**src/rtl/pwm_multichannel_if.sv**
```systemverilog
// Control and output bundle for pwm_multichannel: duty write port, per-channel
// enables, prescaler divisor, and the registered PWM outputs.
interface pwm_multichannel_if #(
  parameter int CHANNELS   = 16,
  parameter int WIDTH      = 8,
  parameter int PRESCALE_W = 8
) ();
  localparam int CHAN_W = (CHANNELS > 1) ? $clog2(CHANNELS) : 1;

  logic                  wr_en;
  logic [CHAN_W-1:0]     wr_chan;
  logic [WIDTH-1:0]      wr_duty;
  logic                  sync_mode;
  logic [CHANNELS-1:0]   out_en;
  logic [CHANNELS-1:0]   pwm_en;
  logic [PRESCALE_W-1:0] div;
  logic [CHANNELS-1:0]   out;
  logic                  period_start;

  modport master (
    output wr_en, wr_chan, wr_duty, sync_mode, out_en, pwm_en, div,
    input  out, period_start
  );

  modport slave (
    input  wr_en, wr_chan, wr_duty, sync_mode, out_en, pwm_en, div,
    output out, period_start
  );
endinterface

```
**src/rtl/pwm_multichannel.sv**
```systemverilog
// Multichannel PWM generator: shared prescaled period counter, per-channel
// pending/active duty registers with boundary or immediate update.
module pwm_multichannel #(
  parameter int CHANNELS   = 16,
  parameter int WIDTH      = 8,
  parameter int PRESCALE_W = 8
) (
  input  logic               clk,
  input  logic               rst,
  pwm_multichannel_if.slave  bus
);
  localparam int              CHAN_W  = (CHANNELS > 1) ? $clog2(CHANNELS) : 1;
  localparam logic [WIDTH-1:0] CNT_MAX = '1;

  logic [PRESCALE_W-1:0] r_pre_cnt;
  logic [WIDTH-1:0]      r_cnt;
  logic [WIDTH-1:0]      r_pending [CHANNELS];
  logic [WIDTH-1:0]      r_active  [CHANNELS];
  logic                  r_wrap_p0;
  logic [CHANNELS-1:0]   r_out_p1;
  logic                  r_period_start_p1;

  logic                  w_tick;
  logic                  w_boundary;
  logic                  w_wr_ok;
  logic [CHANNELS-1:0]   w_level;

  assign w_tick     = (r_pre_cnt == bus.div);
  assign w_boundary = w_tick && (r_cnt == CNT_MAX);
  assign w_wr_ok    = bus.wr_en && (32'(bus.wr_chan) < CHANNELS);

  always_comb begin
    w_level = '0;
    for (int i = 0; i < CHANNELS; i++) begin
      w_level[i] = (r_active[i] == CNT_MAX) || (r_cnt < r_active[i]);
    end
  end

  // Stage p0: prescaler, period counter; r_wrap_p0 remembers a counter wrap,
  // so a reset-forced zero never produces a period_start.
  always_ff @(posedge clk) begin
    if (rst) begin
      r_pre_cnt <= '0;
      r_cnt     <= '0;
      r_wrap_p0 <= 1'b0;
    end else begin
      r_pre_cnt <= (r_pre_cnt >= bus.div) ? '0 : r_pre_cnt + 1'b1;
      if (w_tick) r_cnt <= r_cnt + 1'b1;
      r_wrap_p0 <= w_boundary;
    end
  end

  always_ff @(posedge clk) begin
    if (rst) begin
      for (int i = 0; i < CHANNELS; i++) begin
        r_pending[i] <= '0;
        r_active[i]  <= '0;
      end
    end else begin
      for (int i = 0; i < CHANNELS; i++) begin
        if (w_boundary) r_active[i] <= r_pending[i];
        if (w_wr_ok && (bus.wr_chan == CHAN_W'(i))) begin
          r_pending[i] <= bus.wr_duty;
          if (!bus.sync_mode) r_active[i] <= bus.wr_duty;
        end
      end
    end
  end

  // Stage p1: registered outputs, aligned with the cnt value of stage p0.
  always_ff @(posedge clk) begin
    if (rst) begin
      r_out_p1          <= '0;
      r_period_start_p1 <= 1'b0;
    end else begin
      r_out_p1          <= bus.out_en & (~bus.pwm_en | w_level);
      r_period_start_p1 <= r_wrap_p0;
    end
  end

  assign bus.out          = r_out_p1;
  assign bus.period_start = r_period_start_p1;
endmodule

```
**src/flat_wrapper.sv**
```systemverilog
// flat-port wrapper written by rule: the top's interface ports become plain ports
module pwm_multichannel_flat 
#(
  parameter int CHANNELS   = 16,
  parameter int WIDTH      = 8,
  parameter int PRESCALE_W = 8
)
  (clk, rst, bus_wr_en, bus_wr_chan, bus_wr_duty, bus_sync_mode, bus_out_en, bus_pwm_en, bus_div, bus_out, bus_period_start);
  pwm_multichannel_if #(.CHANNELS(CHANNELS), .WIDTH(WIDTH), .PRESCALE_W(PRESCALE_W)) bus_i ();
  input  logic clk;
  input  logic rst;
  input wire logic [$bits(bus_i.wr_en)-1:0] bus_wr_en;
  input wire logic [$bits(bus_i.wr_chan)-1:0] bus_wr_chan;
  input wire logic [$bits(bus_i.wr_duty)-1:0] bus_wr_duty;
  input wire logic [$bits(bus_i.sync_mode)-1:0] bus_sync_mode;
  input wire logic [$bits(bus_i.out_en)-1:0] bus_out_en;
  input wire logic [$bits(bus_i.pwm_en)-1:0] bus_pwm_en;
  input wire logic [$bits(bus_i.div)-1:0] bus_div;
  output wire logic [$bits(bus_i.out)-1:0] bus_out;
  output wire logic [$bits(bus_i.period_start)-1:0] bus_period_start;
  assign bus_i.wr_en = bus_wr_en;
  assign bus_i.wr_chan = bus_wr_chan;
  assign bus_i.wr_duty = bus_wr_duty;
  assign bus_i.sync_mode = bus_sync_mode;
  assign bus_i.out_en = bus_out_en;
  assign bus_i.pwm_en = bus_pwm_en;
  assign bus_i.div = bus_div;
  assign bus_out = bus_i.out;
  assign bus_period_start = bus_i.period_start;
  pwm_multichannel #(.CHANNELS(CHANNELS), .WIDTH(WIDTH), .PRESCALE_W(PRESCALE_W)) u_core (.clk(clk), .rst(rst), .bus(bus_i));
endmodule
```
**config.mk**
```make
export PLATFORM = sky130hd
export DESIGN_NAME = pwm_multichannel_flat
export DESIGN_NICKNAME = d
export VERILOG_FILES = /design/src/rtl/pwm_multichannel_if.sv /design/src/rtl/pwm_multichannel.sv /design/src/flat_wrapper.sv
export SDC_FILE = /design/constraint.sdc
export NUM_CORES = 1
export LEC_CHECK = 0
export ABC_CLOCK_PERIOD_IN_PS = 3700
export BUFFER_PORTS_ARGS = -buffer_cell sky130_fd_sc_hd__buf_2
export CAP_MARGIN = 30
export CORE_ASPECT_RATIO = 1.4
export CORE_MARGIN = 2
export CORE_UTILIZATION = 55
export CTS_CLUSTER_SIZE = 16
export DETAILED_ROUTE_END_ITERATION = 7
export PLACE_DENSITY = 0.73
export SETUP_SLACK_MARGIN = 0.02
export SYNTH_ARGS = -nofsm -noshare
export SYNTH_HDL_FRONTEND = slang
export SYNTH_SLANG_ARGS = --single-unit
```
**constraint.sdc**
```tcl
create_clock -name clk -period 3.7 [get_ports clk]
set_input_delay 0.925 -clock clk [delete_from_list [all_inputs] [get_ports clk]]
set_output_delay 0.925 -clock clk [all_outputs]
set_load 0.01 [all_outputs]
```
==> results of run 1 <==
[worst max path at each step]
| stage | slack, ns | end | cells past startpoint | start |
|---|---|---|---|---|
| finish | 0.94 | u_core.r_active[0][23]$_SDFFCE_PN0P_ | 8 | bus_div[5] |
| floorplan | 0.86 | u_core.r_active[0][16]$_SDFFCE_PN0P_ | 5 | bus_wr_en |
| CTS | 0.81 | u_core.r_active[0][23]$_SDFFCE_PN0P_ | 7 | bus_div[5] |
| global route | 0.85 | u_core.r_active[0][23]$_SDFFCE_PN0P_ | 8 | bus_div[5] |
| global placement | 0.29 | u_core.r_active[0][22]$_SDFFCE_PN0P_ | 7 | bus_div[5] |
| detailed placement | 0.24 | u_core.r_active[0][18]$_SDFFCE_PN0P_ | 7 | bus_div[5] |
[metal layers]
layer | vias to the layer above | track usage [%] | part of all wire, %
met3 | 91 | 3.043 | 5.7
met4 | 0 | 10.82 | 4.2
li1 | 5086 | - | -
met5 | - | 0 | 0
met1 | 5027 | 29.28 | 39
met2 | 335 | 45.54 | 52
[cell usage after synthesis, types with 2 or more instances]
cell | n | area (sq um)
o31ai_2 | 10 | 125.1
o22ai_1 | 42 | 262.8
nor2b_1 | 27 | 168.9
o31ai_1 | 21 | 157.7
dfxtp_1 | 34 | 680.7
nand2_1 | 138 | 518.0
nand4b_1 | 2 | 17.52
or3_1 | 12 | 75.07
a21o_1 | 2 | 15.01
o21ai_0 | 52 | 260.3
buf_4 | 2 | 15.01
nor3_1 | 27 | 135.1
mux2i_1 | 16 | 160.2
nand3_1 | 10 | 50.05
buf_1 | 4 | 15.01
and3_1 | 13 | 81.33
nor4_1 | 4 | 25.02
inv_2 | 9 | 33.78
and3b_1 | 3 | 26.28
buf_2 | 4 | 20.02
inv_1 | 140 | 525.5
nand4_1 | 36 | 225.2
xor2_1 | 4 | 35.03
a21oi_1 | 51 | 255.2
nand3b_1 | 7 | 52.55
ha_1 | 122 | 1526
a31o_1 | 31 | 271.5
or2_1 | 3 | 18.77
edfxtp_1 | 256 | 7687
mux2_1 | 24 | 270.3
nor3b_1 | 18 | 135.1
clkbuf_1 | 57 | 214.0
nor2_1 | 160 | 600.6
a32o_1 | 16 | 160.2
xnor2_1 | 8 | 70.07
[report_power, final]
group / leakage [nW] / internal [mW] / switching (mW)
combinational: 3.71 / 0.168 / 0.328
sequential: 2.87 / 3.75 / 0.0662
clock: 0.502 / 1.91 / 1.24
total: 7.08 / 5.82 / 1.64
[cell type report]
class,count,area (sq um)
Clock inverter,16,254.0
Multi-Input combinational cell,868,5769
Tap cell,365,456.7
Fill cell,2157,9976
Timing Repair Buffer,114,668.1
Sequential cell,290,8368
Inverter,150,564.3
Clock buffer,36,772.0
[cells in the final DEF, fill, tap and decap left out, types with 18 or more instances in the layout]
| master | instances |
|---|---|
| o21ai_0 | 52 |
| nor2b_1 | 27 |
| nor2_1 | 160 |
| a31o_1 | 31 |
| a21oi_1 | 51 |
| nand4_1 | 36 |
| buf_4 | 38 |
| o22ai_1 | 42 |
| nor3b_1 | 18 |
| edfxtp_1 | 256 |
| ha_1 | 122 |
| buf_2 | 75 |
| nor3_1 | 27 |
| clkbuf_16 | 29 |
| mux2_1 | 24 |
| o31ai_1 | 21 |
| inv_1 | 140 |
| dfxtp_1 | 34 |
| nand2_1 | 138 |
[through the flow]
step                      util (%)  setup slack (ns)  cells
after floorplan                  -            0.8566   1376
after global placement       58.91            0.2943   1783
after detailed placement     58.95            0.2408   1785
after CTS                    62.77            0.8058   1837
after global routing         62.82            0.8476   1839
final                        62.82            0.9415   1839
[kinds of logic after synthesis]
| logic type | share of synthesized area (%) |
|---|---|
| buffers and inverters | 5.606 |
| adder cells (fa/ha/maj) | 10.19 |
| AND/OR/NAND/NOR | 14.48 |
| AO/OA/AOI/OAI | 10.28 |
| flip-flops | 55.87 |
| XOR/XNOR | 0.7017 |
| multiplexers | 2.874 |
[sequential cells by signal, summed over array words and instances, names as in the netlist]
signal                   count
u_core.r_pre_cnt             8
u_core.r_cnt                 8
u_core.r_wrap_p0             1
u_core.r_pending           128
u_core.bus.out              16
u_core.r_active            128
u_core.bus.period_start      1
==> impl_metrics.py, run 1 <==
metrics = {
    "clock_tree": {
        "tritoncts": "yes",
        "clk_pin_slew_ns": 0.06,
        "cts_setup_buffers": 0,
        "clkSinkCount": 290,
        "insertion_delay_ns": 0.54,
        "post_cts_resized": 0,
        "cts-buffers-inserted": 28,
        "clockBufferDepth": 3,
        "htreeDepth": 1,
        "cts-hold-fix-buffers": 0,
        "cts-root-buf": "clkbuf_16",
    },
    "placement": {
        "place_congestion": 0.8523,
        "post-dp-hpwl_mm": 23.49,
        "port_buffers": 72,
        "place_area_sq_mm": 0.01581,
    },
    "logic_synthesis": {
        "synthesis.area_sq_mm": 0.01498,
        "synth_flop_cell": "edfxtp_1",
        "yosysWarnings": 0,
        "ys_seq_elements": 290,
        "syn_nets": 1554,
        "synth_cells": 1376,
        "syn_avg_cell_area_sq_um": 10.88,
        "yosysSeqAreaShare_pct": 55.87,
        "synthDistinctLibCells": 46,
        "async_reset_ff_share_pct": 0,
        "synth_edf_count": 256,
    },
    "hold_path": {
        "hp-start": "u_core.r_wrap_p0$_SDFF_PP0_",
        "hold_path_class": "reg -> reg",
        "hold_depth": 1,
        "min_to": "u_core.bus.period_start$_SDFF_PP0_",
    },
    "critical_path": {
        "timing.rr.end": "u_core.r_active[0][23]$_SDFFCE_PN0P_",
        "crit_path_frequent_cell": "buf_2",
        "reg2reg_depth": 6,
        "path_class": "in -> reg",
        "cpPeakStageDelay_ns": 0.67,
        "reg2reg_slack_ns": 1.05,
        "crit_slowest_cell": "o31a_1",
        "reg2reg_from": "u_core.r_pre_cnt[3]$_SDFF_PP0_",
        "cp.required_ns": 4.00,
        "cp_top_family": "compound AO/OA/AOI/OAI gates",
        "cp-end-kind": "flop",
        "cp_max_fo": 11,
        "cp_cell_sequence": "buf_2 > inv_1 > ha_1 > and4_1 > nand3_1 > o31a_1 > o21ai_0 > buf_2",
        "worst_ep_arrival_time_ns": 3.06,
        "crit_buf_inv": 3,
        "cp-start-kind": "primary input",
    },
    "sta": {
        "worst_slew_pin_slew_ns": 0.7925,
        "hold_viol": 0,
        "max_freq_mhz": 362.5,
        "finClkSkew_ns": 0.007902,
        "timing.hold.ws_ns": 0.4666,
        "relSlewSlack_pct": 47.17,
        "rsz0062_at_grt": "false",
        "slew_viol_final": 0,
        "setup_viol": 0,
        "period_needed_ns": 2.759,
        "final.setup.tns_ns": 0,
        "fin_crit_sh_pct": 74.55,
    },
    "power_and_ir_drop": {
        "power_mw": 7.460,
        "cellPowerDensity_mw_per_mm2": 442.6,
        "leakage_nw": 7.080,
        "vdd_drop_max_uv": 339.9,
    },
    "detailed_routing": {
        "drt_iter0_drc": 743,
        "drc": 0,
        "dr.pass1.iters": 7,
        "finalWirelength_mm": 35.25,
        "wire_per_inst_um": 19.17,
        "num_vias": 10539,
        "final_antenna_net_count": 0,
        "viasPerCell": 5.731,
    },
    "floorplan": {
        "fp.dieW_um": 143.5,
        "rows": 71,
        "core_sq_mm": 0.02683,
        "ios": 73,
        "die_h_um": 199.3,
        "initial_core_util_pct": 55.83,
        "die_area_sq_mm": 0.02859,
    },
    "final_layout": {
        "stdcell_area_sq_mm": 0.01685,
        "n_antenna_cell": 0,
        "drive_gt1_share_pct": 12.21,
        "area_delta_synth_final_pct": 12.52,
        "nets": 1630,
    },
    "job": {
        "maxCapViolCount": 0,
    },
    "grt": {
        "grt_pass1_wl_mm": 54.08,
        "grt_start_max_net_pins": 45,
        "grt-ovfl-total": 0,
        "grt_usage_pct": 24.93,
        "grt_pass1_vias": 10069,
        "antenna_found_initial": 0,
    },
    "run_status": {
        "run_status": "completed",
    },
}
(Power assumes the default switching activity.)
==> inputs of run 2 (changes only) <==
--- a/config.mk
+++ b/config.mk
@@ -5,7 +5,7 @@
 export SDC_FILE = /design/constraint.sdc
 export NUM_CORES = 1
 export LEC_CHECK = 0
-export ABC_CLOCK_PERIOD_IN_PS = 3700
+export ABC_CLOCK_PERIOD_IN_PS = 2700
 export BUFFER_PORTS_ARGS = -buffer_cell sky130_fd_sc_hd__buf_2
 export CAP_MARGIN = 30
 export CORE_ASPECT_RATIO = 1.4
==> constraint.sdc (replaced) <==
create_clock -name clk -period 2.7 [get_ports clk]
set_input_delay 0.675 -clock clk [delete_from_list [all_inputs] [get_ports clk]]
set_output_delay 0.675 -clock clk [all_outputs]
set_load 0.01 [all_outputs]
==> impl_metrics.py, run 2 (synthesis gave the netlist of run 1 again) <==
metrics = {
    "power_and_ir_drop": {
        "cellPowerDensity_mw_per_mm2": 567.9,
        "leakage_nw": 7.184,
        "power_mw": 9.666,
        "vdd_drop_max_uv": 464.2,
    },
    "detailed_routing": {
        "viasPerCell": 5.783,
        "finalWirelength_mm": 35.39,
        "drt_iter0_drc": 667,
        "final_antenna_net_count": 0,
        "num_vias": 10779,
        "wire_per_inst_um": 18.98,
        "dr.pass1.iters": 5,
        "drc": 0,
    },
    "sta": {
        "final.setup.worst_slack_ns": 0.3814,
        "setup_viol": 0,
        "finClkSkew_ns": 0.008110,
        "period_needed_ns": 2.319,
        "final.setup.tns_ns": 0,
        "fin_crit_sh_pct": 85.88,
        "rsz0062_at_grt": "false",
        "max_freq_mhz": 431.3,
        "relSlewSlack_pct": 29.52,
        "hold_viol": 0,
        "slew_viol_final": 0,
        "worst_slew_pin_slew_ns": 1.046,
    },
    "final_layout": {
        "n_antenna_cell": 0,
        "area_delta_synth_final_pct": 13.63,
        "final_cell_mix": "edfxtp_1 (256), nor2_1 (160), inv_1 (140)",
        "final_common_cell": "edfxtp_1",
        "nets": 1657,
        "drive_gt1_share_pct": 13.68,
    },
    "grt": {
        "grt_usage_pct": 25.05,
        "grt-ovfl-total": 0,
        "grt_start_max_net_pins": 43,
        "grt_pass1_vias": 10554,
        "antenna_found_initial": 0,
        "grt_pass1_wl_mm": 54.48,
    },
    "floorplan": {
        "rows": 71,
        "core_sq_mm": 0.02683,
        "die_h_um": 199.3,
        "ios": 73,
        "initial_core_util_pct": 55.83,
        "fp.dieW_um": 143.5,
        "die_area_sq_mm": 0.02859,
    },
    "critical_path": {
        "cp.required_ns": 3.06,
        "cp-end-kind": "flop",
        "crit_buf_inv": 1,
        "path_class": "reg -> reg",
        "cp_num_cells": 6,
        "crit_slowest_cell": "or4_1",
        "cp_max_fo": 15,
        "cp-start-kind": "flop",
        "cpPeakStageDelay_ns": 0.62,
        "cp_top_family": "simple AND/OR/NAND/NOR gates",
        "cp_cell_sequence": "ha_1 > and4_1 > nand3_1 > or4_1 > buf_12 > o31ai_2",
        "reg2reg_depth": 6,
        "worst_ep_arrival_time_ns": 2.68,
    },
    "clock_tree": {
        "insertion_delay_ns": 0.53,
        "tritoncts": "yes",
        "cts_setup_buffers": 0,
        "cts-hold-fix-buffers": 0,
        "clkSinkCount": 290,
        "clk_pin_slew_ns": 0.06,
        "cts-buffers-inserted": 27,
        "cts-root-buf": "clkbuf_16",
        "post_cts_resized": 0,
        "clockBufferDepth": 3,
        "htreeDepth": 1,
    },
    "placement": {
        "dp_slack_ns": -0.04562,
        "place_congestion": 0.9203,
        "port_buffers": 72,
        "post-dp-hpwl_mm": 24.35,
    },
    "job": {
        "maxCapViolCount": 0,
    },
    "hold_path": {
        "hold_depth": 2,
        "hold_path_class": "in -> reg",
    },
    "run_status": {
        "run_status": "completed",
    },
}
run 2: cell count changes in the layout (fill, tap and decap cells not counted), sizes merged:
cell	delta
inv	-2
clkbuf	-4
clkinv	+4
clkinvlp	+2
buf	+29
bufinv	-4
run 2: worst reg2reg max path, stage by stage (launching register included):
cell	delay, ns
dfxtp_1	0.34
ha_1	0.31
and4_1	0.23
nand3_1	0.20
or4_1	0.62
buf_12	0.21
o31ai_2	0.24
run 2: final cells by class:
cell class	count	area (sq um)
well taps	365	456.7
flip-flops and latches	290	8368
repair buffers	142	993.5
fillers	2074	9809
clock inverters	16	128.9
inverters	150	564.3
clock buffers	33	738.2
multi-input cells	868	5769
run 2: final timing paths:
kind                                                            end                      startpoint  slack, ns
worst max-delay path            u_core.r_active[0][2]$_SDFFCE_PN0P_  u_core.r_pre_cnt[4]$_SDFF_PP0_       0.38
worst min-delay path                  u_core.bus.out[11]$_SDFF_PP0_                  bus_out_en[11]       0.39
worst max register to register  u_core.r_active[0][2]$_SDFFCE_PN0P_  u_core.r_pre_cnt[4]$_SDFF_PP0_       0.38
worst min register to register   u_core.bus.period_start$_SDFF_PP0_     u_core.r_wrap_p0$_SDFF_PP0_       0.46
run 2: metal layers:
| metal | vias to the layer above | global-route usage (%) | share of wire [%] |
|---|---|---|---|
| met4 | 0 | 12.45 | 5.1 |
| met1 | 5181 | 28.12 | 37 |
| met5 | - | 0 | 0 |
| met3 | 111 | 2.420 | 5.2 |
| li1 | 5150 | - | - |
| met2 | 337 | 46.88 | 53 |
run 2: stage by stage:
| step | util, % | instance area, sq um | instances | hold slack, ns |
|---|---|---|---|---|
| floorplan | - | 14980 | 1376 | 0.4138 |
| global placement | 60.17 | 16140 | 1813 | 0.4362 |
| detailed placement | 60.20 | 16150 | 1815 | 0.4430 |
| CTS | 63.44 | 17020 | 1864 | 0.3760 |
| global route | 63.44 | 17020 | 1864 | 0.3910 |
| finish | 63.44 | 17020 | 1864 | 0.3892 |
run 2: report_power, final:
part / total, mW / switching (mW) / internal (mW)
registers: 5.23 / 0.0913 / 5.14
logic: 0.724 / 0.462 / 0.261
clock network: 3.71 / 1.59 / 2.12
total: 9.67 / 2.14 / 7.52
==> inputs of run 3 (changes only) <==
--- a/config.mk
+++ b/config.mk
@@ -6,14 +6,14 @@
 export NUM_CORES = 1
 export LEC_CHECK = 0
 export ABC_CLOCK_PERIOD_IN_PS = 2700
-export BUFFER_PORTS_ARGS = -buffer_cell sky130_fd_sc_hd__buf_2
 export CAP_MARGIN = 30
 export CORE_ASPECT_RATIO = 1.4
 export CORE_MARGIN = 2
 export CORE_UTILIZATION = 55
 export CTS_CLUSTER_SIZE = 16
 export DETAILED_ROUTE_END_ITERATION = 7
-export PLACE_DENSITY = 0.73
+export DONT_BUFFER_PORTS = 1
+export PLACE_DENSITY = 0.7
 export SETUP_SLACK_MARGIN = 0.02
 export SYNTH_ARGS = -nofsm -noshare
 export SYNTH_HDL_FRONTEND = slang
==> impl_metrics.py, run 3 (synthesis gave the netlist of run 1 again) <==
metrics = {
    "sta": {
        "fin_crit_sh_pct": 88.85,
        "final.setup.tns_ns": 0,
        "setup_viol": 0,
        "hold_viol": 0,
        "slew_viol_final": 0,
        "rsz0062_at_grt": "false",
        "period_needed_ns": 2.399,
        "relSlewSlack_pct": 27.38,
        "timing.hold.ws_ns": 0.2205,
        "finClkSkew_ns": 0.01235,
        "final.setup.worst_slack_ns": 0.3010,
        "worst_slew_pin_slew_ns": 1.078,
        "max_freq_mhz": 416.8,
    },
    "critical_path": {
        "cp-end-kind": "flop",
        "cpPeakStageDelay_ns": 0.52,
        "crit_path_frequent_cell": "buf_4",
        "cp_cell_sequence": "ha_1 > and3_1 > nand3_1 > or4_1 > buf_4 > clkinv_2 > buf_4 > a31o_1",
        "cp_top_family": "simple AND/OR/NAND/NOR gates",
        "cp_max_fo": 10,
        "cp.required_ns": 3.11,
        "crit_slowest_cell": "or4_1",
        "cp-start-kind": "flop",
        "worst_ep_arrival_time_ns": 2.81,
        "path_class": "reg -> reg",
        "crit_buf_inv": 3,
    },
    "final_layout": {
        "fin_util_pct": 61.46,
        "drive_gt1_share_pct": 7.921,
        "nets": 1570,
        "area_delta_synth_final_pct": 10.09,
        "instances_no_fill": 1780,
        "final_cell_mix": "edfxtp_1 (256), nor2_1 (160), inv_1 (140)",
        "final_common_cell": "edfxtp_1",
        "stdcell_area_sq_mm": 0.01649,
    },
    "placement": {
        "place_area_sq_mm": 0.01561,
        "dp_cells": 1727,
        "port_buffers": 0,
        "dp_slack_ns": -0.01022,
        "place_congestion": 0.8084,
        "post-dp-hpwl_mm": 24.33,
    },
    "floorplan": {
        "ios": 73,
        "fp.dieW_um": 143.5,
        "die_h_um": 199.3,
        "core_sq_mm": 0.02683,
        "die_area_sq_mm": 0.02859,
        "rows": 71,
        "initial_core_util_pct": 55.83,
    },
    "clock_tree": {
        "insertion_delay_ns": 0.54,
        "cts-hold-fix-buffers": 0,
        "cts-root-buf": "clkbuf_16",
        "htreeDepth": 1,
        "tritoncts": "yes",
        "post_cts_resized": 0,
        "cts_setup_buffers": 0,
        "cts-buffers-inserted": 28,
        "clockBufferDepth": 3,
        "clk_pin_slew_ns": 0.07,
        "clkSinkCount": 290,
    },
    "grt": {
        "grt_pass1_vias": 10129,
        "antenna_found_initial": 1,
        "grt_pass1_wl_mm": 54.26,
        "grt-ovfl-total": 0,
        "grt_usage_pct": 25.12,
        "grt_start_max_net_pins": 70,
    },
    "detailed_routing": {
        "drc": 0,
        "num_vias": 10407,
        "final_antenna_net_count": 0,
        "drt_iter0_drc": 703,
        "dr.pass1.iters": 5,
        "wire_per_inst_um": 20.07,
        "finalWirelength_mm": 35.73,
        "viasPerCell": 5.847,
    },
    "power_and_ir_drop": {
        "p_sw_mw": 2.111,
        "intPower_mw": 7.474,
        "leakage_nw": 6.790,
        "swShare_pct": 22.03,
        "cellPowerDensity_mw_per_mm2": 581.3,
        "combPwrFrac_pct": 5.9,
        "power_mw": 9.585,
        "clockPowerShare_pct": 39.4,
        "power_frac_seq_pct": 54.7,
        "vdd_drop_max_uv": 478.9,
    },
    "job": {
        "maxCapViolCount": 0,
    },
    "run_status": {
        "run_status": "completed",
    },
    "hold_path": {
        "hold_path_class": "in -> reg",
    },
}
==> run 3: cell types whose count changed in the layout (fill, tap and decap cells not counted), sizes merged <==
cell,change
buf,-88
bufinv,-1
clkbuf,+7
clkinv,-1
clkinvlp,-2
diode,+1
==> run 3: layout make-up <==
type | count | area [sq um]
well taps | 365 | 456.7
inverters | 150 | 564.3
flip-flops and latches | 290 | 8368
clock buffers | 40 | 797.0
repair buffers | 54 | 450.4
fillers | 2203 | 10340
multi-input cells | 868 | 5769
clock inverters | 12 | 80.08
diodes | 1 | 2.502
==> run 3: power by group through the flow <==
stage | Combinational (mW) | Clock [mW] | Sequential, mW
floorplan | 0.416 | 0 | 5.30
global placement | 0.537 | 0 | 5.33
detailed placement | 0.559 | 0 | 5.34
CTS | 0.564 | 3.81 | 5.25
global route | 0.629 | 3.98 | 5.27
finish | 0.562 | 3.78 | 5.25
==> run 3: metal layers <==
layer | track usage [%] | part of all wire, % | vias up
met5 | 0 | 0.048 | -
li1 | - | - | 4979
met1 | 28.53 | 38 | 4996
met3 | 4.218 | 6.0 | 101
met2 | 46.68 | 52 | 329
met4 | 9.695 | 4.1 | 2
==> run 3: worst paths after layout <==
path                                         endpoint                      startpoint  cells after the start  slack (ns)
setup / recovery  u_core.r_active[0][9]$_SDFFCE_PN0P_  u_core.r_pre_cnt[3]$_SDFF_PP0_                      8        0.30
hold / removal     u_core.bus.period_start$_SDFF_PP0_                             rst                      1        0.22
setup reg to reg  u_core.r_active[0][9]$_SDFFCE_PN0P_  u_core.r_pre_cnt[3]$_SDFF_PP0_                      8        0.30
hold reg to reg    u_core.bus.period_start$_SDFF_PP0_     u_core.r_wrap_p0$_SDFF_PP0_                      1        0.48
==> run 3: worst reg2reg max path: cells and delay by family, from the launching register on <==
family	cells	cell delay (ns)
compound gates	1	0.15
fa+ha+maj	1	0.33
buf+inv	3	0.47
flops	1	0.36
simple gates	3	0.94
